File: config.mk
export PLATFORM = sky130hd
export DESIGN_NAME = wb_daq_sram_writer_flat
export DESIGN_NICKNAME = d
export VERILOG_FILES = /design/src/rtl/wb_daq_sram_writer_if.sv /design/src/rtl/wb_daq_sram_writer.sv /design/src/flat_wrapper.sv
export SDC_FILE = /design/constraint.sdc
export NUM_CORES = 1
export LEC_CHECK = 0
export ABC_AREA = 1
export BUFFER_PORTS_ARGS = -buffer_cell sky130_fd_sc_hd__buf_2
export CORE_UTILIZATION = 55
export CTS_CLUSTER_SIZE = 12
export DETAILED_ROUTE_END_ITERATION = 6
export PLACE_DENSITY_LB_ADDON = 0.05
export SLEW_MARGIN = 15
export SYNTH_ARGS = -nofsm -noshare
export SYNTH_HDL_FRONTEND = slang
export SYNTH_SLANG_ARGS = --single-unit
File: constraint.sdc
create_clock -name wb_clk -period 3.4 [get_ports wb_clk]
set_input_delay 0.17 -clock wb_clk [delete_from_list [all_inputs] [get_ports wb_clk]]
set_output_delay 0.17 -clock wb_clk [all_outputs]
set_load 0.005 [all_outputs]
File: src/rtl/wb_daq_sram_writer_if.sv
// Wishbone classic master/slave signal bundle used by wb_daq_sram_writer.
// The master drives address, data, select and strobes; the slave returns ack/err.
interface wb_daq_sram_writer_if #(
    parameter int dw = 32
);
    logic [31:0]   wb_adr_o;
    logic [dw-1:0] wb_dat_o;
    logic [3:0]    wb_sel_o;
    logic          wb_we_o;
    logic          wb_cyc_o;
    logic          wb_stb_o;
    logic          wb_ack_i;
    logic          wb_err_i;

    modport master (
        output wb_adr_o, wb_dat_o, wb_sel_o, wb_we_o, wb_cyc_o, wb_stb_o,
        input  wb_ack_i, wb_err_i
    );

    modport slave (
        input  wb_adr_o, wb_dat_o, wb_sel_o, wb_we_o, wb_cyc_o, wb_stb_o,
        output wb_ack_i, wb_err_i
    );
endinterface

File: src/rtl/wb_daq_sram_writer.sv
// DAQ channel SRAM responder: grants one word, writes it to a circular Wishbone buffer.
// Optional bus watchdog enabled by defining WB_DAQ_SRAM_WRITER_TIMEOUT_EN.
module wb_daq_sram_writer #(
    parameter int dw = 32,
    parameter int aw = 16
) (
    input  logic                 wb_clk,
    input  logic                 wb_rst,
    input  logic                 enable,
    input  logic                 clear,
    input  logic [31:0]          base_address,
    input  logic [aw-1:0]        length,
    input  logic                 start_sram,
    input  logic [dw-1:0]        data_in,
    output logic                 grant,
    output logic                 data_done,
    output logic [aw-1:0]        write_pointer,
    output logic                 wrapped,
    output logic                 bus_error,
    wb_daq_sram_writer_if.master wb
);

    typedef enum logic [2:0] {
        IDLE,
        GRANT,
        LATCH,
        BUS,
        DONE
    } state_t;

    state_t        state_q, state_d;
    logic          grant_q, grant_d;
    logic          data_done_q, data_done_d;
    logic [31:0]   adr_q, adr_d;
    logic [dw-1:0] dat_q, dat_d;
    logic [3:0]    sel_q, sel_d;
    logic          strobe_q, strobe_d;
    logic [aw-1:0] ptr_q, ptr_d;
    logic          wrapped_q, wrapped_d;
    logic          bus_error_q, bus_error_d;
    logic          bus_timeout;
    logic          ptr_at_end;

`ifdef WB_DAQ_SRAM_WRITER_TIMEOUT_EN
    logic [7:0]    timer_q, timer_d;

    // Fires on the 256th BUS cycle without a slave termination.
    assign bus_timeout = (timer_q == 8'hFF);
`else
    assign bus_timeout = 1'b0;
`endif

    // A zero length mid-transfer, or a pointer beyond a shrunk buffer, folds back to 0.
    assign ptr_at_end = (length == '0) || (ptr_q >= (length - aw'(1)));

    always_comb begin
        state_d     = state_q;
        grant_d     = 1'b0;
        data_done_d = 1'b0;
        adr_d       = adr_q;
        dat_d       = dat_q;
        sel_d       = sel_q;
        strobe_d    = strobe_q;
        ptr_d       = ptr_q;
        wrapped_d   = wrapped_q;
        bus_error_d = bus_error_q;
`ifdef WB_DAQ_SRAM_WRITER_TIMEOUT_EN
        timer_d     = timer_q;
`endif

        case (state_q)
            IDLE: begin
                if (enable && start_sram && (length != '0)) begin
                    state_d = GRANT;
                    grant_d = 1'b1;
                end
            end
            GRANT: begin
                state_d = LATCH;
            end
            LATCH: begin
                dat_d    = data_in;
                adr_d    = base_address + (32'(ptr_q) << 2);
                sel_d    = 4'hF;
                strobe_d = 1'b1;
                state_d  = BUS;
`ifdef WB_DAQ_SRAM_WRITER_TIMEOUT_EN
                timer_d  = 8'd0;
`endif
            end
            BUS: begin
                // err has priority over a simultaneous ack; the word is dropped.
                if (wb.wb_err_i || bus_timeout) begin
                    sel_d       = 4'h0;
                    strobe_d    = 1'b0;
                    bus_error_d = 1'b1;
                    data_done_d = 1'b1;
                    state_d     = DONE;
                end else if (wb.wb_ack_i) begin
                    sel_d       = 4'h0;
                    strobe_d    = 1'b0;
                    data_done_d = 1'b1;
                    state_d     = DONE;
                    if (ptr_at_end) begin
                        ptr_d     = '0;
                        wrapped_d = 1'b1;
                    end else begin
                        ptr_d = ptr_q + aw'(1);
                    end
                end else begin
`ifdef WB_DAQ_SRAM_WRITER_TIMEOUT_EN
                    timer_d = timer_q + 8'd1;
`endif
                end
            end
            DONE: begin
                state_d = IDLE;
            end
            default: begin
                state_d  = IDLE;
                sel_d    = 4'h0;
                strobe_d = 1'b0;
            end
        endcase

        if (clear) begin
            ptr_d       = '0;
            wrapped_d   = 1'b0;
            bus_error_d = 1'b0;
        end
    end

    always_ff @(posedge wb_clk or negedge wb_rst) begin
        if (!wb_rst) begin
            state_q     <= IDLE;
            grant_q     <= 1'b0;
            data_done_q <= 1'b0;
            adr_q       <= '0;
            dat_q       <= '0;
            sel_q       <= '0;
            strobe_q    <= 1'b0;
            ptr_q       <= '0;
            wrapped_q   <= 1'b0;
            bus_error_q <= 1'b0;
`ifdef WB_DAQ_SRAM_WRITER_TIMEOUT_EN
            timer_q     <= '0;
`endif
        end else begin
            state_q     <= state_d;
            grant_q     <= grant_d;
            data_done_q <= data_done_d;
            adr_q       <= adr_d;
            dat_q       <= dat_d;
            sel_q       <= sel_d;
            strobe_q    <= strobe_d;
            ptr_q       <= ptr_d;
            wrapped_q   <= wrapped_d;
            bus_error_q <= bus_error_d;
`ifdef WB_DAQ_SRAM_WRITER_TIMEOUT_EN
            timer_q     <= timer_d;
`endif
        end
    end

    assign grant         = grant_q;
    assign data_done     = data_done_q;
    assign write_pointer = ptr_q;
    assign wrapped       = wrapped_q;
    assign bus_error     = bus_error_q;
    assign wb.wb_adr_o   = adr_q;
    assign wb.wb_dat_o   = dat_q;
    assign wb.wb_sel_o   = sel_q;
    assign wb.wb_we_o    = strobe_q;
    assign wb.wb_cyc_o   = strobe_q;
    assign wb.wb_stb_o   = strobe_q;

endmodule

File: src/flat_wrapper.sv
// flat-port wrapper written by rule: the top's interface ports become plain ports
module wb_daq_sram_writer_flat 
#(
    parameter int dw = 32,
    parameter int aw = 16
)
  (wb_clk, wb_rst, enable, clear, base_address, length, start_sram, data_in, grant, data_done, write_pointer, wrapped, bus_error, wb_wb_adr_o, wb_wb_dat_o, wb_wb_sel_o, wb_wb_we_o, wb_wb_cyc_o, wb_wb_stb_o, wb_wb_ack_i, wb_wb_err_i);
  wb_daq_sram_writer_if #(.dw(dw)) wb_i ();
  input  logic wb_clk;
  input  logic wb_rst;
  input  logic enable;
  input  logic clear;
  input  logic [31:0] base_address;
  input  logic [aw-1:0] length;
  input  logic start_sram;
  input  logic [dw-1:0] data_in;
  output logic grant;
  output logic data_done;
  output logic [aw-1:0] write_pointer;
  output logic wrapped;
  output logic bus_error;
  output wire logic [$bits(wb_i.wb_adr_o)-1:0] wb_wb_adr_o;
  output wire logic [$bits(wb_i.wb_dat_o)-1:0] wb_wb_dat_o;
  output wire logic [$bits(wb_i.wb_sel_o)-1:0] wb_wb_sel_o;
  output wire logic [$bits(wb_i.wb_we_o)-1:0] wb_wb_we_o;
  output wire logic [$bits(wb_i.wb_cyc_o)-1:0] wb_wb_cyc_o;
  output wire logic [$bits(wb_i.wb_stb_o)-1:0] wb_wb_stb_o;
  input wire logic [$bits(wb_i.wb_ack_i)-1:0] wb_wb_ack_i;
  input wire logic [$bits(wb_i.wb_err_i)-1:0] wb_wb_err_i;
  assign wb_wb_adr_o = wb_i.wb_adr_o;
  assign wb_wb_dat_o = wb_i.wb_dat_o;
  assign wb_wb_sel_o = wb_i.wb_sel_o;
  assign wb_wb_we_o = wb_i.wb_we_o;
  assign wb_wb_cyc_o = wb_i.wb_cyc_o;
  assign wb_wb_stb_o = wb_i.wb_stb_o;
  assign wb_i.wb_ack_i = wb_wb_ack_i;
  assign wb_i.wb_err_i = wb_wb_err_i;
  wb_daq_sram_writer #(.dw(dw), .aw(aw)) u_core (.wb_clk(wb_clk), .wb_rst(wb_rst), .enable(enable), .clear(clear), .base_address(base_address), .length(length), .start_sram(start_sram), .data_in(data_in), .grant(grant), .data_done(data_done), .write_pointer(write_pointer), .wrapped(wrapped), .bus_error(bus_error), .wb(wb_i));
endmodule
==> out/results.md, run 1 <==
| Parameter | Value | Unit |
|---|---|---|
| M2 GR Usage | 0.452 | - |
| Synthesized area per cell | 6.94 | µm² |
| Setup TNS | 0 | ns |
| RD Place Congestion | 0.900 | - |
| Count of buffers added by post-CTS timing repair for setup | 0 | - |
| Distinct cells, synth | 38 | - |
| Net count after synthesis | 969 | - |
| Non-filler cells in the finished layout | 1177 | - |
| Post-synthesis sequential element count | 88 | - |
| Crit path capture type | register | - |
| Post-DP Area | 6850 | µm² |
| Fin. max-slew vios | 0 | - |
| Highest attainable clock frequency | 0.428 | GHz |
| Max Cap Violations | 0 | - |
| Clock sink count | 88 | - |
| Count of input and output buffers | 177 | - |
| Worst-case headroom to the max-slew limit | 0.336 | - |
| Area share of the largest cell type after synthesis | 0.375 | - |
| Total standard cell area after synthesis | 5880 | µm² |
| Total detailed-routing wirelength | 14300 | µm |
| Layout Area Growth over Synthesis | 23.2 | % |
| Half-perimeter wire length after placement | 10900 | µm |
| Diode insertion count for antenna repair | 0 | - |
| Global-route met3 utilization | 0.0581 | - |
| Cell type group with the largest total delay on the critical path | simple AND/OR/NAND/NOR gates | - |
| Clock Latency Late Sink | 0.36 | ns |
| CP Launch Point | u_core.write_pointer[0] | - |
| Max clock buf depth | 2 | - |
| DIE WIDTH | 105 | µm |
| Failing checks | negative hold slack | - |
| Met1 track demand over resource in global routing | 0.342 | - |
| CP Launch Type | register | - |
| Series of cell instances along the critical path | ha_1 -> inv_1 -> fa_1 -> inv_1 -> nand3_1 -> nand3_1 -> a21oi_1 -> or2_2 -> nand2_1 -> nand2_1 -> nand3_1 -> nand2_1 | - |
| Antenna violations before repair | 1 | - |
| First-pass GRT wire length | 24100 | µm |
| Instance count of the mapped netlist | 847 | - |
| Register clock-pin slew on the reported worst setup and hold paths | 0.09 | ns |
| Slew at the pin closest to its max-slew limit | 0.997 | ns |
| Arrival time at the worst endpoint | 2.59 | ns |
| Maximum single-stage delay on the critical path | 0.46 | ns |
| Die H | 105 | µm |
| Area used by sequential logic in the layout | 2200 | µm² |
| Multi-input combinational cell area | 3180 | µm² |
| Most crowded layer after global routing | met2 | - |
| Share of the yosys chip area belonging to registers | 0.375 | - |
| Final hold viol count | 46 | - |
| Worst setup slack after placement | 0.731 | ns |
| Total non-filler cell area in the finished layout | 7240 | µm² |
| FF-to-FF path depth | 12 | - |
| Total via count in the routed design | 5806 | - |
| Worst flop-to-flop path startpoint | u_core.write_pointer[0] | - |
| Boundary Pins | 178 | - |
| Minimum setup slack among reg-to-reg paths | 1.06 | ns |
| Setup WS post-layout | 1.06 | ns |
| Row count | 37 | - |
| Dominant cell type by area after synthesis | sky130_fd_sc_hd__dfrtp_1 | - |
| WP data required | 3.65 | ns |
| Hold slack final | -0.0748 | ns |
| Tightest Hold Check Type | in -> async | - |
| Synth warn | 0 | - |
| Placed instance count | 1142 | - |
| Core region area | 10300 | µm² |
| Layout cells sized above 1 | 0.208 | - |
| Worst path bufs/invs | 2 | - |
| Worst Setup Path Type | reg -> reg | - |
| Clock tree from TritonCTS | yes | - |
| Leakage Power | 4.20 | nW |
| Area of the die | 11100 | µm² |
| Setup skew after layout | 0.0148 | ns |
| Power density over the cells | 579 | nW/µm² |
| Post-layout min period | 2.34 | ns |
| Detailed router's first-iteration violation count | 358 | - |
| Slowest cell on the critical path | sky130_fd_sc_hd__dfrtp_1 | - |
| CTS Root Cell | sky130_fd_sc_hd__clkbuf_8 | - |
| Number of vias per cell | 4.93 | - |
| Clock buffer count from CTS | 9 | - |
| Top cells by area in the synthesized netlist | sky130_fd_sc_hd__dfrtp_1 37%, sky130_fd_sc_hd__nand2_1 22%, sky130_fd_sc_hd__ha_1 7.2% | - |
| Endpoint of the lowest-slack register-to-register path | u_core.wb.wb_adr_o[18] | - |
| All-layer global routing usage | 0.269 | - |
| Peak supply drop | 0.684 | mV |
| # H-tree levels | 3 | - |
| DRC violations left | 0 | - |
| Part of the cycle the worst path needs | 0.687 | - |
| Initial Utilization | 0.569 | - |
| Sum of overflow across all layers after global routing | 0 | - |
| Largest fanout on the critical path | 6 | - |
| Number of nets in the finished design | 1158 | - |
| First-pass DRT Iterations | 5 | - |
| Final setup violation count | 0 | - |
| Detail Route Antenna Nets | 0 | - |
| Final routed wire length divided by cell count | 12.2 | µm |
| Filler instances | 956 | - |
| Result of the run | complete, but fails checks | - |
| Number of global-route vias before repair | 5368 | - |
| Unrepaired setup endpoints after global routing | false | - |
| Pin count of the biggest net entering global routing | 82 | - |
## cell type report
type                       count  area share
sequential                    88       0.304
clock inverter                 6      0.0104
tap                          136      0.0235
clock buffer                  10      0.0176
timing repair buffer         198       0.151
inverter                     105      0.0544
multi-input combinational    634       0.439
## placed cells by master (no fill, tap or decap), types with 17 or more instances in the layout
cell type                       netlist  routed
sky130_fd_sc_hd__dlygate4sd3_1        0      19
sky130_fd_sc_hd__a21oi_1             17      17
sky130_fd_sc_hd__ha_1                34      34
sky130_fd_sc_hd__nand2_1            346     345
sky130_fd_sc_hd__o21ai_0             19      19
sky130_fd_sc_hd__xor2_1              17      17
sky130_fd_sc_hd__buf_2                1     176
sky130_fd_sc_hd__nor2_1              69      69
sky130_fd_sc_hd__dfrtp_1             88      88
sky130_fd_sc_hd__inv_1              103     103
sky130_fd_sc_hd__nand3_1             57      57
## synthesized netlist by cell type (all sizes together)
library cell,instances
nand2,349
inv,105
dfrtp,88
nor2,77
nand3,58
ha,34
o21ai,21
a21oi,18
xor2,17
nor3,13
xnor2,13
clkbuf,12
nand4,10
buf,8
o21bai,6
or2,5
nand3b,4
and2,2
o22ai,2
a31oi,1
fa,1
nor4,1
o21a,1
o22a,1
## worst reg2reg max path: stages, from the launching register on
cell and delay (ns):
sky130_fd_sc_hd__dfrtp_1 0.46, sky130_fd_sc_hd__ha_1 0.23, sky130_fd_sc_hd__inv_1 0.06, sky130_fd_sc_hd__fa_1 0.41
sky130_fd_sc_hd__inv_1 0.13, sky130_fd_sc_hd__nand3_1 0.08, sky130_fd_sc_hd__nand3_1 0.16, sky130_fd_sc_hd__a21oi_1 0.15
sky130_fd_sc_hd__or2_2 0.32, sky130_fd_sc_hd__nand2_1 0.07, sky130_fd_sc_hd__nand2_1 0.05, sky130_fd_sc_hd__nand3_1 0.06
sky130_fd_sc_hd__nand2_1 0.06
## metrics by stage
step	utilization	power, mW	hold WS, ns
finish	0.701	4.19	-0.0748
global route	0.701	4.56	0.00621
CTS	0.699	4.23	0.000549
detailed placement	0.663	3.46	0.369
global placement	0.663	3.41	0.366
floorplan	-	2.75	-0.126
## registers in the layout, indices dropped and copies added (netlist names)
signal and flops:
u_core.bus_error 1, u_core.data_done 1, u_core.grant 1, u_core.state_q 3, u_core.wb.wb_adr_o 32, u_core.wb.wb_dat_o 32
u_core.wb.wb_sel_o 1, u_core.wrapped 1, u_core.write_pointer 16
## timing repair
action / CTS / global route
resized for setup: 0 / 0
hold endpoints to repair: 17 / 2
hold buffers: 17 / 2
## cell families (layout without fill, tap and decap cells)
kind of cell / Yosys count / count (layout) / share of synthesized area
fa+ha+maj: 35 / 35 / 0.0758
flops: 88 / 88 / 0.375
compound gates: 50 / 50 / 0.0487
buf+inv: 125 / 319 / 0.0851
xor+xnor: 30 / 30 / 0.0447
simple gates: 519 / 519 / 0.371
## worst max path at each step
stage,to,slack [ns],cells past startpoint
after floorplan,u_core.write_pointer[9],1.17,16
after global placement,u_core.wrapped,0.84,18
after detailed placement,u_core.wrapped,0.73,18
after CTS,u_core.wb.wb_adr_o[18],1.06,12
after global routing,u_core.write_pointer[7],0.79,18
final,u_core.wb.wb_adr_o[18],1.06,12
## power breakdown
group          switching, mW  total (mW)  internal [mW]
logic                   1.00        1.73          0.725
registers              0.229        1.71           1.48
clock network          0.403       0.755          0.352
## metal layers
layer | vias up | share of wire
met5 | - | 0
met4 | 0 | 0.024
met3 | 27 | 0.056
met2 | 164 | 0.47
met1 | 2606 | 0.45
li1 | 3009 | -
(Power assumes the default switching activity.)
==> run 2, diff against run 1 <==
CORE_UTILIZATION = 47   (was 55)
clock period = 1.85 ns   (was 3.4 ns; I/O delays follow)
==> out/results.md, run 2 (synthesis results as in run 1) <==
| Parameter | Value | Unit | Change |
|---|---|---|---|
| Highest attainable clock frequency | 0.524 | GHz | +22% |
| Power density over the cells | 977 | nW/µm² | +69% |
| First-pass GRT wire length | 25800 | µm | +6.8% |
| Final setup violation count | 14 | - | +14 |
| Post-layout min period | 1.91 | ns | -0.427 ns |
| Number of nets in the finished design | 1255 | - | +8.4% |
| Commonest cells after routing, fill and taps aside | 314 x sky130_fd_sc_hd__nand2_1, 172 x sky130_fd_sc_hd__buf_2, 96 x sky130_fd_sc_hd__inv_1 | - |  |
| All-layer global routing usage | 0.252 | - | -0.0176 |
| Largest fanout on the critical path | 3 | - | -3 |
| Max Cap Violations | 0 | - | unchanged |
| Filler instances | 982 | - | +2.7% |
| Clock tree from TritonCTS | yes | - |  |
| Minimum setup slack among reg-to-reg paths | -0.06 | ns | -1.12 ns |
| Maximum single-stage delay on the critical path | 0.42 | ns | -0.04 ns |
| Detailed-routing wirelength on met1 | 6930 | µm | +8.2% |
| Failing checks | negative setup slack | - |  |
| Detailed router's first-iteration violation count | 281 | - | -22% |
| Arrival time at the worst endpoint | 2.15 | ns | -0.44 ns |
| Slew at the pin closest to its max-slew limit | 0.465 | ns | -0.531 ns |
| Routed length on met3 | 915 | µm | +14% |
| # H-tree levels | 3 | - | unchanged |
| Leakage Power | 4.85 | nW | +16% |
| Setup skew after layout | 0.00567 | ns | -0.00914 ns |
| Core region area | 12100 | µm² | +17% |
| Result of the run | complete, but fails checks | - |  |
| Die H | 114 | µm | +8.0% |
| Overall power of the completed layout | 8.69 | mW | +110% |
| Area of the die | 13000 | µm² | +17% |
| Tightest Hold Check Type | in -> reg | - |  |
| Crit path capture type | register | - |  |
| RD Place Congestion | 0.913 | - | +1.4% |
| Area used by sequential logic in the layout | 2210 | µm² | +0.23% |
| Worst-case headroom to the max-slew limit | 0.687 | - | +0.351 |
| Detailed-routed wire length on met2 | 8000 | µm | +18% |
| Multi-input combinational cell area | 3830 | µm² | +21% |
| Initial Utilization | 0.485 | - | -0.0841 |
| Clock Latency Late Sink | 0.34 | ns | -0.02 ns |
| Half-perimeter wire length after placement | 11900 | µm | +9.7% |
| FF-to-FF path depth | 12 | - | unchanged |
| Setup WS post-layout | -0.0585 | ns | -1.12 ns |
| CP Launch Type | register | - |  |
| Peak supply drop | 0.787 | mV | +15% |
| WP data required | 2.09 | ns | -1.56 ns |
| Levels on crit path | 12 | - | unchanged |
| Worst Hold Path EP | u_core.grant | - |  |
| Clock buffer count from CTS | 9 | - | unchanged |
| Series of cell instances along the critical path | ha_2 -> inv_2 -> fa_2 -> inv_4 -> nand3_4 -> nand3_4 -> a21oi_4 -> or2_4 -> nand2_2 -> nand2_1 -> nand3_1 -> nand2_1 | - |  |
| Most frequent standard cell in the layout excluding fill and tap cells | sky130_fd_sc_hd__nand2_1 | - |  |
| Cell type group with the largest total delay on the critical path | simple AND/OR/NAND/NOR gates | - |  |
| Register clock-pin slew on the reported worst setup and hold paths | 0.06 | ns | -0.03 ns |
| Number of vias per cell | 4.73 | - | -4.1% |
| Part of the cycle the worst path needs | 1.03 | - | +0.345 |
| DRC violations left | 0 | - | unchanged |
| Fin. max-slew vios | 0 | - | unchanged |
| Layout cells sized above 1 | 0.365 | - | +0.156 |
| Layout Area Growth over Synthesis | 51.3 | % |  |
| Row count | 40 | - | +8.1% |
| Max clock buf depth | 2 | - | unchanged |
| Pin count of the biggest net entering global routing | 55 | - | -33% |
| Launch instance of the worst min-delay path | enable | - |  |
| Worst flop-to-flop path startpoint | u_core.write_pointer[0] | - |  |
| Final hold viol count | 0 | - | -100% |
| DIE WIDTH | 114 | µm | +8.0% |
| Sum of overflow across all layers after global routing | 0 | - | unchanged |
| Boundary Pins | 178 | - | unchanged |
| Number of global-route vias before repair | 5718 | - | +6.5% |
| CTS Root Cell | sky130_fd_sc_hd__clkbuf_16 | - |  |
| Final routed wire length divided by cell count | 12.5 | µm | +2.3% |
| Top sig layer | met4 | - |  |
| Unrepaired setup endpoints after global routing | true | - |  |
| Slowest cell on the critical path | sky130_fd_sc_hd__fa_2 | - |  |
| Count of input and output buffers | 177 | - | unchanged |
| Detail Route Antenna Nets | 0 | - | unchanged |
| Worst setup slack after placement | -0.557 | ns | -1.29 ns |
| Worst path bufs/invs | 2 | - | unchanged |
| Total via count in the routed design | 6200 | - | +6.8% |
| Endpoint of the lowest-slack register-to-register path | u_core.wb.wb_adr_o[18] | - |  |
| Clock sink count | 88 | - | unchanged |
| Total detailed-routing wirelength | 16300 | µm | +14% |
| Antenna violations before repair | 4 | - | +3 |
| First-pass DRT Iterations | 4 | - | -1 |
| Hold Crit Depth | 3 | - |  |
| Worst Setup Path Type | reg -> reg | - |  |
-- run 2: cell types whose count changed in the layout (fill, tap and decap cells not counted), sizes merged --
cell | before | now
diode | 0 | 4
clkbuf | 10 | 9
dlygate4sd3 | 19 | 36
clkinv | 1 | 3
buf | 179 | 259
clkinvlp | 1 | 0
-- run 2: through the flow --
| step | instances | instance area [µm²] | setup TNS [ns] | hold slack, ns | utilization |
|---|---|---|---|---|---|
| final | 1310 | 8890 | -0.339 | 0.0143 | 0.734 |
| after global routing | 1308 | 8890 | -3.35 | 0.0252 | 0.734 |
| after CTS | 1304 | 8340 | -0.437 | 0.00273 | 0.689 |
| after detailed placement | 1249 | 7550 | -9.33 | -0.0117 | 0.623 |
| after global placement | 1249 | 7550 | -8.56 | -0.0124 | 0.623 |
| after floorplan | 847 | 5940 | -3.74 | -0.203 | - |
-- run 2: layout make-up --
cell class / count / area share
clock buffer: 9 / 0.0253
clock inverter: 7 / 0.00872
antenna: 4 / 0.00113
tap: 168 / 0.0236
timing repair buffer: 295 / 0.217
sequential: 88 / 0.248
multi-input combinational: 634 / 0.431
inverter: 105 / 0.0446
-- run 2: worst min-delay path, delay by kind of cell --
family,cells,cell delay (ns)
and+or+nand+nor,2,0.13
buffers and inverters,1,0.09
-- run 2: routing by layer --
metal | GRT usage | vias to the layer above
met3 | 0.0595 | 35
met4 | 0.0892 | 0
met2 | 0.440 | 159
li1 | - | 3219
met5 | 0 | -
met1 | 0.303 | 2787
-- run 2: where the power goes --
| group | internal (mW) | switching, mW | leakage [nW] |
|---|---|---|---|
| sequential | 2.72 | 0.407 | 1.10 |
| clock | 1.06 | 0.784 | 0.152 |
| combinational | 1.67 | 2.04 | 3.60 |
| total | 5.46 | 3.23 | 4.85 |
-- run 2: how the worst max path moves through the flow --
stage               slack, ns                    start                      end
floorplan               -0.26                length[3]  u_core.write_pointer[9]
global placement        -0.51                length[3]           u_core.wrapped
detailed placement      -0.56                length[2]           u_core.wrapped
CTS                     -0.05                length[1]  u_core.write_pointer[9]
global route            -0.19  u_core.write_pointer[0]   u_core.wb.wb_adr_o[18]
finish                  -0.06  u_core.write_pointer[0]   u_core.wb.wb_adr_o[18]
-- run 2: what timing repair did --
action                                  4_1_cts  5_1_grt
endpoints found under the setup margin       29       39
endpoints found under the hold margin       123        0
buffers inserted                              4        3
pin swaps                                    13       27
gates resized for setup                      26      118
hold buffers                                 36        0
==> run 3, diff against run 2 <==
CAP_MARGIN = 20   (was default)
HOLD_SLACK_MARGIN = 0.03   (was default)
PLACE_DENSITY = 0.8   (was default)
PLACE_DENSITY_LB_ADDON = default   (was 0.05)
==> out/results.md, run 3 (synthesis results as in run 1) <==
| Parameter | Value | Unit | Change |
|---|---|---|---|
| Leakage Power | 4.84 | nW | -0.15% |
| Unrepaired setup endpoints after global routing | true | - |  |
| RD Place Congestion | 0.934 | - | +2.4% |
| Clock Latency Late Sink | 0.35 | ns | about the same |
| Result of the run | complete, but fails checks | - |  |
| Series of cell instances along the critical path | ha_4 -> nand2_1 -> inv_1 -> nand2_1 -> nand2_1 -> nand2_1 -> nand3_2 -> buf_4 -> or2_2 -> nand3_1 -> nand2_1 | - |  |
| Part of the power in combinational logic | 0.433 | - | +0.006 |
| Multi-input combinational cell area | 3730 | µm² | -2.6% |
| Die H | 114 | µm | unchanged |
| Antenna violations before repair | 0 | - | -4 |
| Half-perimeter wire length after placement | 13000 | µm | +8.7% |
| WP data required | 2.08 | ns | about the same |
| CTS Root Cell | sky130_fd_sc_hd__clkbuf_16 | - |  |
| Hold slack final | 0.0482 | ns | +0.0339 ns |
| Overall power of the completed layout | 8.97 | mW | +3.3% |
| Most frequent standard cell in the layout excluding fill and tap cells | sky130_fd_sc_hd__nand2_1 | - |  |
| Worst setup slack after placement | -0.565 | ns | -0.00759 ns |
| Design internal power | 5.54 | mW | +1.5% |
| Detailed router's first-iteration violation count | 461 | - | +64% |
| Critical Path Most Common Cell | sky130_fd_sc_hd__nand2_1 | - |  |
| CP Launch Type | register | - |  |
| Max Cap Violations | 0 | - | unchanged |
| Worst path bufs/invs | 2 | - | unchanged |
| DRC violations left | 0 | - | unchanged |
| Initial Utilization | 0.485 | - | unchanged |
| Setup WS post-layout | -0.169 | ns | -0.111 ns |
| Part of the power in the clock network | 0.214 | - | about the same |
| Highest attainable clock frequency | 0.495 | GHz | -5.5% |
| Number of nets in the finished design | 1268 | - | +1.0% |
| Sw power | 3.43 | mW | +6.3% |
| Sequential share of power | 0.353 | - | -0.007 |
| Clock sink count | 88 | - | unchanged |
| Core region area | 12100 | µm² | unchanged |
| Arrival time at the worst endpoint | 2.25 | ns | +0.10 ns |
| Layout cells sized above 1 | 0.359 | - | -0.00586 |
| Total detailed-routing wirelength | 18500 | µm | +13% |
| Peak supply drop | 0.580 | mV | -26% |
| Commonest cells after routing, fill and taps aside | 320 x sky130_fd_sc_hd__nand2_1, 173 x sky130_fd_sc_hd__buf_2, 98 x sky130_fd_sc_hd__inv_1 | - |  |
| First-pass DRT Iterations | 7 | - | +3 |
| Net switching fraction of the power | 0.383 | - | +0.0107 |
| Slew at the pin closest to its max-slew limit | 0.516 | ns | +0.0506 ns |
| Setup skew after layout | 0.00951 | ns | +0.00383 ns |
| Clock buffer count from CTS | 9 | - | unchanged |
| Worst-case headroom to the max-slew limit | 0.653 | - | -0.0341 |
| Worst Setup Path Type | reg -> reg | - |  |
| Maximum single-stage delay on the critical path | 0.46 | ns | +0.04 ns |
| Final routed wire length divided by cell count | 14.0 | µm | +12% |
| Part of the cycle the worst path needs | 1.09 | - | +0.0597 |
| Detail Route Antenna Nets | 0 | - | unchanged |
| Diode insertion count for antenna repair | 0 | - | -4 |
| Largest fanout on the critical path | 5 | - | +2 |
| Number of vias per cell | 4.94 | - | +4.4% |
| Max clock buf depth | 2 | - | unchanged |
| Area of the die | 13000 | µm² | unchanged |
| All-layer global routing usage | 0.276 | - | +0.0240 |
| Post-layout min period | 2.02 | ns | +0.111 ns |
| Tightest Hold Check Type | in -> reg | - |  |
| Fin. max-slew vios | 0 | - | unchanged |
| Failing checks | negative setup slack | - |  |
| # H-tree levels | 3 | - | unchanged |
| Area used by sequential logic in the layout | 2200 | µm² | -0.11% |
| Row count | 40 | - | unchanged |
| Cell type group with the largest total delay on the critical path | simple AND/OR/NAND/NOR gates | - |  |
| Clock tree from TritonCTS | yes | - |  |
| Boundary Pins | 178 | - | unchanged |
| Filler instances | 955 | - | -2.7% |
| Power density over the cells | 1010 | nW/µm² | +3.4% |
| Crit path capture type | register | - |  |
| Count of input and output buffers | 177 | - | unchanged |
| Pin count of the biggest net entering global routing | 77 | - | +40% |
| First-pass GRT wire length | 28100 | µm | +9.2% |
| Register clock-pin slew on the reported worst setup and hold paths | 0.07 | ns | about the same |
| Slowest cell on the critical path | sky130_fd_sc_hd__dfrtp_2 | - |  |
| DIE WIDTH | 114 | µm | unchanged |
| Number of global-route vias before repair | 6052 | - | +5.8% |
| Final setup violation count | 20 | - | +6 |
| Final hold viol count | 0 | - | unchanged |
| Total via count in the routed design | 6518 | - | +5.1% |
| Sum of overflow across all layers after global routing | 0 | - | unchanged |
| Layout Area Growth over Synthesis | 51.0 | % |  |
==> run 3: cell count changes in the layout (fill, tap and decap cells not counted), moves of 3 or more <==
cell                      change
sky130_fd_sc_hd__buf_4       +11
sky130_fd_sc_hd__diode_2      -4
sky130_fd_sc_hd__o21ai_0      +3
sky130_fd_sc_hd__o21ai_1      -3
sky130_fd_sc_hd__nand2_4      -5
sky130_fd_sc_hd__nand2_1      +6
==> run 3: per-stage QoR <==
step / instances / setup TNS [ns] / area, µm² / utilization
2_1_floorplan: 847 / -3.74 / 5940 / -
3_3_place_gp: 1257 / -7.65 / 7610 / 0.628
3_5_place_dp: 1257 / -9.77 / 7610 / 0.628
4_1_cts: 1315 / -0.805 / 8540 / 0.705
5_1_grt: 1319 / -4.26 / 8880 / 0.733
6_report: 1319 / -1.05 / 8880 / 0.733
==> run 3: power by group through the flow <==
| stage | registers (mW) | logic, mW | clock network, mW |
|---|---|---|---|
| after floorplan | 3.26 | 1.82 | 0 |
| after global placement | 3.15 | 3.47 | 0 |
| after detailed placement | 3.17 | 3.58 | 0 |
| after CTS | 3.15 | 3.74 | 1.94 |
| after global routing | 3.27 | 4.34 | 2.02 |
| final | 3.17 | 3.89 | 1.92 |
==> run 3: layout make-up <==
class	count	share of cell area
Multi-Input combinational cell	634	0.421
Inverter	105	0.0447
Clock inverter	7	0.00944
Tap cell	168	0.0237
Sequential cell	88	0.248
Timing Repair Buffer	308	0.228
Clock buffer	9	0.0254
==> run 3: worst register-to-register path: cells and delay by family, from the launching register on <==
family	cells	cell delay [ns]
buffers and inverters	2	0.25
flip-flops	1	0.46
adder cells (fa/ha/maj)	1	0.25
AND/OR/NAND/NOR	8	0.95
==> run 3: final timing paths <==
path                                    startpoint                endpoint  slack (ns)  cells after the start
hold reg to reg              u_core.wb.wb_dat_o[5]   u_core.wb.wb_dat_o[5]        0.48                      2
setup / recovery           u_core.write_pointer[5]  u_core.wb.wb_adr_o[12]       -0.17                     11
hold / removal                         wb_wb_ack_i        u_core.data_done        0.05                      3
max in group asynchronous                   wb_rst   u_core.wb.wb_adr_o[3]        0.86                      3
setup reg to reg           u_core.write_pointer[5]  u_core.wb.wb_adr_o[12]       -0.17                     11
min in group asynchronous                   wb_rst  u_core.wb.wb_adr_o[31]        0.26                      2
==> run 3: layer usage <==
metal,global-route usage,vias up,wire length (µm)
li1,-,3234,-
met1,0.328,2988,7670
met2,0.503,236,9220
met3,0.0399,60,919
met4,0.103,0,657
met5,0,-,0
==> run 3: repair_timing <==
action	CTS	global route
endpoints found under the setup margin	35	40
gates resized for setup	42	69
buffers inserted	6	4
hold buffers	37	0
hold endpoints to repair	72	0
pin swaps	22	17
